## src/rtl/hub75_scan_ctrl.sv

```systemverilog
// HUB75 LED panel scan controller: per scan row and bit plane it shifts one row of
// pixel bits, latches them, then lights the row for a binary-weighted time.
module hub75_scan_ctrl #(
  parameter int COLS       = 64,
  parameter int ROW_ADDR_W = 4,
  parameter int DEPTH      = 4,
  parameter int BASE_T     = 8
) (
  input  logic                      clk,
  input  logic                      rst,
  input  logic                      en,
  input  logic                      swap_req,
  output logic                      swap_ack,
  output logic                      buf_sel,
  output logic                      px_rd,
  output logic [ROW_ADDR_W-1:0]     px_row,
  output logic [$clog2(COLS)-1:0]   px_col,
  input  logic [3*DEPTH-1:0]        px_top,
  input  logic [3*DEPTH-1:0]        px_bot,
  output logic [ROW_ADDR_W-1:0]     row_addr,
  output logic                      R0,
  output logic                      G0,
  output logic                      B0,
  output logic                      R1,
  output logic                      G1,
  output logic                      B1,
  output logic                      clk_shft,
  output logic                      LAT,
  output logic                      OE
);

  localparam int COL_W = $clog2(COLS);
  localparam int S_W   = $clog2(2*COLS + 1);
  localparam int T_W   = $clog2((BASE_T << (DEPTH-1)) + 1);
  localparam int P_W   = (DEPTH > 1) ? $clog2(DEPTH) : 1;
  localparam logic [S_W-1:0] S_LAST    = S_W'(2*COLS);
  localparam logic [S_W-1:0] S_LAST_RD = S_W'(2*COLS - 1);
  localparam logic [P_W-1:0] P_LAST    = P_W'(DEPTH - 1);

  typedef enum logic [1:0] {IDLE, SHIFT, LATCH, DISPLAY} state_t;

  state_t                state, next;
  logic [S_W-1:0]        s;
  logic [T_W-1:0]        tmr;
  logic [T_W-1:0]        t_len;
  logic [P_W-1:0]        p;
  logic [ROW_ADDR_W-1:0] r;
  logic [5:0]            col_q;
  logic [2:0]            live_top, live_bot;
  logic                  shift_end, disp_end, p_wrap, r_wrap, frame_end;

  function automatic logic [2:0] plane_bits(input logic [3*DEPTH-1:0] px,
                                            input logic [P_W-1:0]     pl);
    logic [DEPTH-1:0] rc, gc, bc;
    {rc, gc, bc} = px;
    return {rc[pl], gc[pl], bc[pl]};
  endfunction

  assign t_len     = T_W'(BASE_T) << p;
  assign shift_end = (state == SHIFT) && (s == S_LAST);
  assign disp_end  = (state == DISPLAY) && (tmr == t_len - 1'b1);
  assign p_wrap    = (p == P_LAST);
  assign r_wrap    = (r == '1);
  assign frame_end = disp_end && p_wrap && r_wrap;
  assign live_top  = plane_bits(px_top, p);
  assign live_bot  = plane_bits(px_bot, p);

  always_ff @(posedge clk) begin
    if (!rst) state <= IDLE;
    else      state <= next;
  end

  always_comb begin
    next = state;
    case (state)
      IDLE:    if (en) next = SHIFT;
      SHIFT:   if (shift_end) next = LATCH;
      LATCH:   next = DISPLAY;
      DISPLAY: if (disp_end) next = en ? SHIFT : IDLE;
      default: next = IDLE;
    endcase
  end

  // Counters, row address, buffer swap and held colour bits
  always_ff @(posedge clk) begin
    if (!rst) begin
      s        <= '0;
      tmr      <= '0;
      p        <= '0;
      r        <= '0;
      row_addr <= '0;
      buf_sel  <= 1'b0;
      swap_ack <= 1'b0;
      col_q    <= '0;
    end else begin
      swap_ack <= 1'b0;
      case (state)
        IDLE: begin
          s   <= '0;
          tmr <= '0;
          p   <= '0;
          r   <= '0;
        end
        SHIFT: begin
          s <= shift_end ? '0 : s + 1'b1;
          // Row lines move on entry to LATCH so they never change while lit
          if (shift_end) row_addr <= r;
          if (s[0]) col_q <= {live_top, live_bot};
        end
        LATCH: tmr <= '0;
        DISPLAY: begin
          if (disp_end) begin
            tmr <= '0;
            p   <= p_wrap ? '0 : p + 1'b1;
            if (p_wrap) r <= r + 1'b1;
            // swap_req is a held level, so sampling it only here defers it to frame end
            if (frame_end && swap_req) begin
              buf_sel  <= ~buf_sel;
              swap_ack <= 1'b1;
            end
          end else begin
            tmr <= tmr + 1'b1;
          end
        end
        default: ;
      endcase
    end
  end

  always_comb begin
    px_rd    = 1'b0;
    px_col   = '0;
    px_row   = '0;
    clk_shft = 1'b0;
    LAT      = (state == LATCH);
    OE       = (state != DISPLAY);
    {R0, G0, B0, R1, G1, B1} = col_q;
    if (state == SHIFT) begin
      px_rd    = (s == '0) || (s[0] && (s < S_LAST_RD));
      px_col   = COL_W'((s + 1'b1) >> 1);
      px_row   = r;
      clk_shft = !s[0] && (s != '0);
      // Odd steps present the freshly read pixel; even steps hold it across the shift edge
      if (s[0]) {R0, G0, B0, R1, G1, B1} = {live_top, live_bot};
    end
  end

endmodule
```

## config.mk

```make
export PLATFORM = sky130hd
export DESIGN_NAME = hub75_scan_ctrl
export DESIGN_NICKNAME = d
export VERILOG_FILES = /design/src/rtl/hub75_scan_ctrl.sv
export SDC_FILE = /design/constraint.sdc
export NUM_CORES = 1
export LEC_CHECK = 0
export BUFFER_PORTS_ARGS = -buffer_cell sky130_fd_sc_hd__buf_2
export CAP_MARGIN = 20
export CORE_MARGIN = 1.5
export CORE_UTILIZATION = 40
export DETAILED_ROUTE_END_ITERATION = 8
export HOLD_SLACK_MARGIN = 0.02
export SETUP_SLACK_MARGIN = 0.05
export SLEW_MARGIN = 20
export SYNTH_ARGS = -nofsm -noshare
export SYNTH_HDL_FRONTEND = slang
export SYNTH_SLANG_ARGS = --single-unit
export TNS_END_PERCENT = 30
```

## constraint.sdc

```tcl
create_clock -name clk -period 2.93 [get_ports clk]
set_clock_uncertainty 0.2 [all_clocks]
set_input_delay 0.586 -clock clk [delete_from_list [all_inputs] [get_ports clk]]
set_output_delay 0.586 -clock clk [all_outputs]
set_load 0.02 [all_outputs]
```

# Word-level counts from Yosys, hierarchy flattened
# Index checks and enable logic that the tools add are counted.
# classes
magnitude_cmp	2
n_reduce_logical	23
bitwise_logic	1
n_shift	1
n_mux	44
n_addsub	5
n_eq_ne	12
# ops
operator	count
2-to-1 mux 1 bit	22
case mux 8 bit (2 select lines)	1
case mux 7 bit (2 select lines)	1
binary-select mux 1 bit (select 2 bit)	6
2-to-1 mux 4 bit	3
AND reduction 3 bit	4
2-to-1 mux 2 bit	5
!= test 2 bit (second input constant)	5
adder 8 x 1 -> 8 bit (second input constant)	1
equality test 8 bit (second input constant)	1
logical NOT 8 bit	1
< comparator 8 x 7 -> 1 bit (second input constant)	1
2-to-1 mux 8 bit	1
case mux 2 bit (4 select lines)	1
case mux 4 bit (2 select lines)	1
nonzero test 8 bit	1
adder 7 x 1 -> 7 bit (second input constant)	1
equality test 7 bit	1
logical AND 1 bit	7
2-to-1 mux 7 bit	1
left shift 4 x 2 -> 7 bit (first input constant)	1
subtractor 7 x 1 -> 7 bit (second input constant)	1
equality test 2 bit (second input constant)	3
2-to-1 mux 6 bit	1
other kinds (13)	17
# word_totals
out_inout_bits	26
elab_cells	97
in_bits	28
ff_bits	35

# Depth between registers and ports, before layout
# Gate-level depths: netlist of run 1.
# logic_depth
word_depth	8
depth_mapped	8
depth_no_buf	6

# Worst setup path before layout of run 1
# Ideal clock, no wire load.
# synth_timing
path_type	reg-to-reg
start	register p[0]
end	register state[0]
n_path_buf	1
setup_slack_ps	249
t_required_ps	2644
stages_incl_launch_ff	8
setup_ps	86
t_arrival_ps	2395
path_cell_list	dfxtp_1 -> clkbuf_1 -> inv_1 -> ha_1 -> xnor2_1 -> or4_4 -> a2111o_1 -> a221oi_2
# synth_between
elab_chain_len	6
# synth_lines
element	line_no	text
start, declared	46	logic [P_W-1:0] p;
start signal, assigned	114	p <= p_wrap ? '0 : p + 1'b1;
left shift 4 x 2 -> 7 bit	59	assign t_len = T_W'(BASE_T) << p;
subtractor 7 x 1 -> 7 bit	61	assign disp_end = (state == DISPLAY) && (tmr == t_len - 1'b1);
equality test 7 bit	61	
logical AND 1 bit	61	
!= test 2 bit (no line)	n/a	
AND reduction 3 bit (no line)	n/a	
end signal, assigned	70	else state <= next;
end, declared	42	state_t state, next;
# No other way between the ends.
# A chain may end at the register's enable or synchronous reset.

# Worst setup path in the final report of run 1
# layout_timing
start	register p[0]
end	output G0
# layout_between
elab_chain_len	4
# layout_lines
element	line_no	text
binary-select mux 1 bit (select 2 bit)	56	return {rc[pl], gc[pl], bc[pl]};
2-to-1 mux 1 bit (not written as such)	56	
2-to-1 mux 1 bit	144	if (s[0]) {R0, G0, B0, R1, G1, B1} = {live_top, live_bot};
2-to-1 mux 1 bit	138	if (state == SHIFT) begin
end, declared	22	output logic G0,
# No other way between the ends. The select of a mux whose other input is x is not followed.

==> results of run 1 <==
-- how the worst max path moves through the flow --
stage / endpoint / slack [ns] / cells after the start
3_5_place_dp: state[0] / 0.31 / 5
4_1_cts: B0 / 0.18 / 4
3_3_place_gp: state[0] / 0.39 / 5
6_report: G0 / 0.22 / 4
5_1_grt: clk_shft / 0.07 / 4
2_1_floorplan: state[0] / 0.25 / 7
-- kinds of logic after synthesis --
kind of cell | after synthesis | synth area share [%]
AOI/OAI and AO/OA | 40 | 14.2
xor gates and xnor gates | 15 | 7.41
buffers and inverters | 25 | 4.46
and+or+nand+nor | 78 | 19.9
DFF | 35 | 32.4
muxes | 22 | 14.1
adders and majority gates | 13 | 7.52
-- cell usage in the layout, fill, tap and decap left out, types with 6 or more instances in the layout --
cell type	synthesis	final
a211oi_1	7	7
a21oi_1	6	6
and2_1	18	18
buf_2	1	53
clkbuf_8	0	6
dfxtp_1	35	35
ha_1	13	13
inv_1	12	12
mux2_2	7	7
mux2i_1	9	9
mux4_2	6	6
nand2_1	15	15
nand3_1	9	9
nor2_1	12	12
xnor2_1	6	6
xor2_1	7	7
-- per-layer routing --
layer / wire length, um / track usage, %
met4: 31 / 4.44
met2: 2090 / 26.0
met3: 225 / 4.07
met5: 0 / 0
met1: 2260 / 21.7
-- registers in the layout, indices dropped and copies added, names as in the netlist --
register	cells
r	4
tmr	7
s	8
state	2
swap_ack	1
col_q	6
row_addr	4
buf_sel	1
p	2
-- power breakdown --
| part | switching [mW] | internal [mW] | total, mW |
|---|---|---|---|
| combinational | 0.288 | 0.175 | 0.463 |
| clock | 0.172 | 0.275 | 0.447 |
| sequential | 0.0281 | 0.504 | 0.532 |
-- through the flow --
step | util (%) | area [sq um] | setup slack (ns) | instances | power [mW]
finish | 50.6 | 2620 | 0.217 | 351 | 1.44
global placement | 48.3 | 2500 | 0.391 | 343 | 1.00
detailed placement | 48.3 | 2500 | 0.315 | 343 | 1.00
global route | 50.6 | 2620 | 0.0693 | 351 | 1.54
CTS | 50.6 | 2620 | 0.185 | 351 | 1.46
floorplan | - | 2160 | 0.249 | 228 | 0.874
-- worst max-delay path: stages (launching register included) --
cell and delay [ns]:
dfxtp_1 0.45, buf_4 0.23, mux4_2 0.51, mux2_2 0.28
buf_2 0.16
-- cell type report --
cell class	count	area, sq um
Sequential cell	35	701
Tap cell	70	87.6
Inverter	13	48.8
Fill cell	489	2560
Multi-Input combinational cell	168	1370
Clock buffer	6	82.6
Clock inverter	2	35.0
Timing Repair Buffer	57	295
==> results.md, run 1 <==
* Max Fclk at 0.369 GHz
* Synthesized area at 2160 sq um
* Worst Hold Launch: row_addr[2]
* Setup violators final at 0
* Total CTS buffers at 5
* Yosys warns at 0
* DR WL/cell at 13.1 um
* Post-CTS Setup Bufs at 0
* Synth area leader: dfxtp_1
* Clock buffer depth at 2
* Number of top-level pins at between 50 and 60
* Cts hold-fix bufs at 0
* Htree depth at 2
* P per Cell Area at 552 nW/um^2
* RR Endpoint: state[0]
* # DRC at 0
* Share of the synthesized area in the top cell type at 32.4%
* Tot GR Track Use at 16.3%
* Worst setup path start: p[0]
* Placer Congestion at 0.774
* Top-count cell post-synth: dfxtp_1
* Critical path class: flip-flop to primary output
* Synth unique cells at 49
* Layout cells sized above 1 at between 20 and 30%
* Yosys reg bits at 35
* Hold_ws at 0.297 ns
* Gr ovfl total at 0
* Die height at 76.5 um
* Clock-pin slew on the worst setup and hold paths at 0.07 ns
* Worst hold endpoint: row_addr[2]
* Vias at ~1.8k
* RR Startpoint: p[0]
* First-pass GRT wire length at 7.76 mm
* Total Neg Setup Slack at 0 ns
* Synth Instances at 228
* Mean number of vias per cell at 5.16
* Synthesized Nets at between 200 and 300
* Syn avg cell area at 9.48 sq um
* Initial DRT Pass Iterations at 6
* WHS Path Cells at 2
* Largest net degree at the start of global routing at 27
* Area growth from synthesis to layout at 20.9%
* Synth top area cells: dfxtp_1 32%, ha_1 7.5%, mux4_2 6.2%
* Ratio of final minimum period to clock period at 92.6%
* Starting DRC count in detailed routing at 69
* CTS tree: done
* Status: finished clean
* Die X-Extent at ~77 um
* Ys flop type: dfxtp_1
* Final Max Tran Viols at 0
* CP Capture Type: primary output
* Crit Path Max Fanout at 7
* Clock Root Buffer: clkbuf_8
* Leak at 1.20 nW
* Worst R2R Setup Slack at 0.29 ns
* CTS Sinks at 35
* Worst Path Arrival at roughly 1.9 ns
* Most instantiated cells after synthesis: 35 x dfxtp_1, 18 x and2_1, 15 x nand2_1
* Diode count at 0
* Core box area at around 5200 sq um
* Fin crit period at 2.71 ns
* Worst-Skew Late Latency at 0.28 ns
* Relative slew margins at 60.3%
* Nets at approximately 320
* Critical Path Start Type: flip-flop
* DP HPWL at between 3 and 4 mm
* Number of synthesized flops with an enable pin at 0
* Maxcap violations at 0
* Worst ir drop on vdd at 0.357 mV
* RSZ-0062 raised after global routing: no
* Vias in the first global route at roughly 1.7k
* Worst reg2reg path depth at 5
* Final wirelength at roughly 4.6 mm
* Die footprint at 5860 sq um
* Hold crit path type: flip-flop to flip-flop
* Antenna-violating nets left at 0
* Initial Utilization at between 40% and 50%
* Initial antenna violation count at 0
* Least-Margin Pin Slew at between 0.5 and 0.6 ns
* Final hold violations at 0
* Synth async-reset ratio at 0%
* CP required at 2.14 ns
* Cts repair resizes at 0
* Floorplan row count at 26
* Sequential element share of the synthesized area at between 30% and 40%
* Port Buffers at 53
Note: power is estimated with default switching activity, not from simulation.
==> inputs of run 2 (changes only) <==
BUFFER_PORTS_ARGS = not set   (was -buffer_cell sky130_fd_sc_hd__buf_2)
CELL_PAD_IN_SITES_DETAIL_PLACEMENT = 2   (was not set)
CELL_PAD_IN_SITES_GLOBAL_PLACEMENT = 2   (was not set)
CORE_UTILIZATION = 38   (was 40)
DONT_BUFFER_PORTS = 1   (was not set)
PLACE_DENSITY_LB_ADDON = 0.1   (was not set)
==> run 2 against run 1 <==
Effect of this change:
- register-to-register slack about the same
- wire length grew 19%
- die area grew 5.1%
- total power down 7.0%
- final cell count shrank 14%
- critical path type is now flip-flop to flip-flop
==> results.md, run 2 (synthesis gave the netlist of run 1 again) <==
* RR Startpoint: p[0]
* Initial Utilization at 39.3% (-2.5 points)
* Worst R2R Setup Slack at 0.29 ns (about the same)
* Area of the multi-input gates at 1370 sq um (unchanged)
* Final hold violations at 0 (unchanged)
* Floorplan row count at 27 (+3.8%)
* First-pass GRT wire length at 9.38 mm (+21%)
* Total CTS buffers at 5 (unchanged)
* RR Endpoint: state[0]
* Area of placed instances at 2250 sq um (-9.9%)
* Mean number of vias per cell at 5.57 (+8.0%)
* Reg with most FFs: s
* Worst ir drop on vdd at 0.196 mV (-45%)
* Worst setup path start: p[0]
* Critical path, cell by cell: ha_1 > xor3_1 > or4_4 > a2111o_1 > a221oi_2
* Final Max Tran Viols at 0 (unchanged)
* NetSw at 510 uW (+4.4%)
* Worst Path Arrival at 2.64 ns (+0.71 ns)
* Max reg flops at 8 (unchanged)
* Reg area at 701 sq um (unchanged)
* Least-Margin Pin Slew at 0.527 ns (-0.0630 ns)
* Part of the power in the clock network at 26.0% (-5.0 points)
* Initial antenna violation count at 0 (unchanged)
* DP HPWL at 4.23 mm (+27%)
* Htree depth at 2 (unchanged)
* CTS tree: done
* Ratio of final minimum period to clock period at 89.9% (-2.7 points)
* Pint at 832 uW (-13%)
* Tot GR Track Use at 19.4% (+3.2 points)
* Vias in the first global route at 1832 (+9.4%)
* Port Buffers at 0 (-100%)
* Final wirelength at 5.50 mm (+19%)
* Core Util, Final at 42.3% (-8.2 points)
* Status: finished clean
* Tot Pwr at 1.34 mW (-7.0%)
* Clock buffer depth at 2 (unchanged)
* Antenna-violating nets left at 0 (unchanged)
* Setup violators final at 0 (unchanged)
* Total Neg Setup Slack at 0 ns (unchanged)
* # DRC at 0 (unchanged)
* Crit Path Max Fanout at 13 (+6)
* Cts repair resizes at 0 (unchanged)
* Leading cell type in the layout, fill and taps excluded: dfxtp_1
* Registers with the most flip-flops: s (8), tmr (7), col_q (6)
* Hold crit path type: input pin to flip-flop
* Nets at 270 (-16%)
* Clock Root Buffer: clkbuf_8
* P per Cell Area at 576 nW/um^2 (+4.3%)
* Net Sw Frac at 38.0% (+4.2 points)
* Comb pwr share at 34.1% (+2.0 points)
* Die X-Extent at 78.4 um (+2.5%)
* Fin crit period at 2.64 ns (-0.0779 ns)
* Relative slew margins at 63.9% (+3.7 points)
* Gr ovfl total at 0 (unchanged)
* Sequential share of power at 39.9% (+3.0 points)
* Hold_ws at 0.221 ns (-0.0765 ns)
* Number of top-level pins at 54 (unchanged)
* Commonest cells after routing, fill and taps aside: 35 x dfxtp_1, 18 x and2_1, 15 x nand2_1
* Critical Path Start Type: flip-flop
* Setup crit end: state[0]
* Core box area at 5510 sq um (+6.5%)
* Die height at 78.4 um (+2.5%)
* Area growth from synthesis to layout at 7.81%
* Layout cells sized above 1 at 12.6% (-17 points)
* CP max-delay cell: or4_4
* Vias at 1683 (-7.1%)
* Initial DRT Pass Iterations at 4 (-2)
* Largest net degree at the start of global routing at 27 (unchanged)
* Finished Cell Area at 2330 sq um (-11%)
* Leak at 0.944 nW (-21%)
* Maxcap violations at 0 (unchanged)
* Max Fclk at 0.379 GHz (+3.0%)
* Placer Congestion at 0.834 (+7.7%)
* Diode count at 0 (unchanged)
* CP required at 2.94 ns (+0.80 ns)
* Starting DRC count in detailed routing at 37 (-46%)
* DR WL/cell at 18.2 um (+39%)
* Cts hold-fix bufs at 0 (unchanged)
* Filler cell count at 579 (+18%)
* Worst-Skew Late Latency at 0.29 ns (about the same)
* Max stage delay on crit path at 0.53 ns (+0.02 ns)
* RSZ-0062 raised after global routing: no
* CTS Sinks at 35 (unchanged)
* Die footprint at 6150 sq um (+5.1%)
* Clock-pin slew on the worst setup and hold paths at 0.08 ns (about the same)
* Critical path class: flip-flop to flip-flop
* Worst reg2reg path depth at 5 (unchanged)
* Post-CTS Setup Bufs at 0 (unchanged)
* CP Capture Type: flip-flop
[run 2: layout make-up]
class	count	area share, %
flip-flops and latches	35	30.1
clock inverters	1	0.215
inverters	13	2.09
well taps	72	3.86
multi-input cells	168	58.6
repair buffers	6	1.93
clock buffers	7	3.27
[run 2: power by group through the flow]
stage / combinational [mW] / sequential (mW) / clock [mW]
global placement: 0.435 / 0.542 / 0
detailed placement: 0.460 / 0.548 / 0
CTS: 0.462 / 0.537 / 0.366
global route: 0.511 / 0.540 / 0.385
finish: 0.457 / 0.535 / 0.349
floorplan: 0.338 / 0.536 / 0
[run 2: per-layer routing]
metal	up-vias	routed length, um	track usage (%)	share of wire [%]
li1	817	-	-	-
met1	833	2470	23.6	45
met2	29	2810	35.1	51
met3	4	184	4.19	3.3
met4	0	33	4.29	0.60
met5	-	0	0	0
[run 2: how the worst min path moves through the flow]
stage	start	end	slack (ns)	cells past startpoint
6_report	rst	s[6]	0.22	1
3_5_place_dp	r[1]	r[1]	0.31	2
5_1_grt	rst	s[6]	0.20	1
3_3_place_gp	r[1]	r[1]	0.30	2
4_1_cts	rst	s[7]	0.21	1
2_1_floorplan	r[1]	r[1]	0.27	2
[run 2: metrics by stage]
step	setup WS (ns)	std cells
after floorplan	0.249	228
after global placement	0.419	294
after detailed placement	0.289	294
after CTS	0.276	302
after global routing	0.119	302
final	0.295	302
[run 2: worst max-delay path: cells and delay by family (launching register included)]
family                     cells  cell delay (ns)
adders and majority gates      1             0.35
AOI/OAI and AO/OA              2             0.77
DFF                            1             0.45
xor gates and xnor gates       1             0.26
and+or+nand+nor                1             0.53
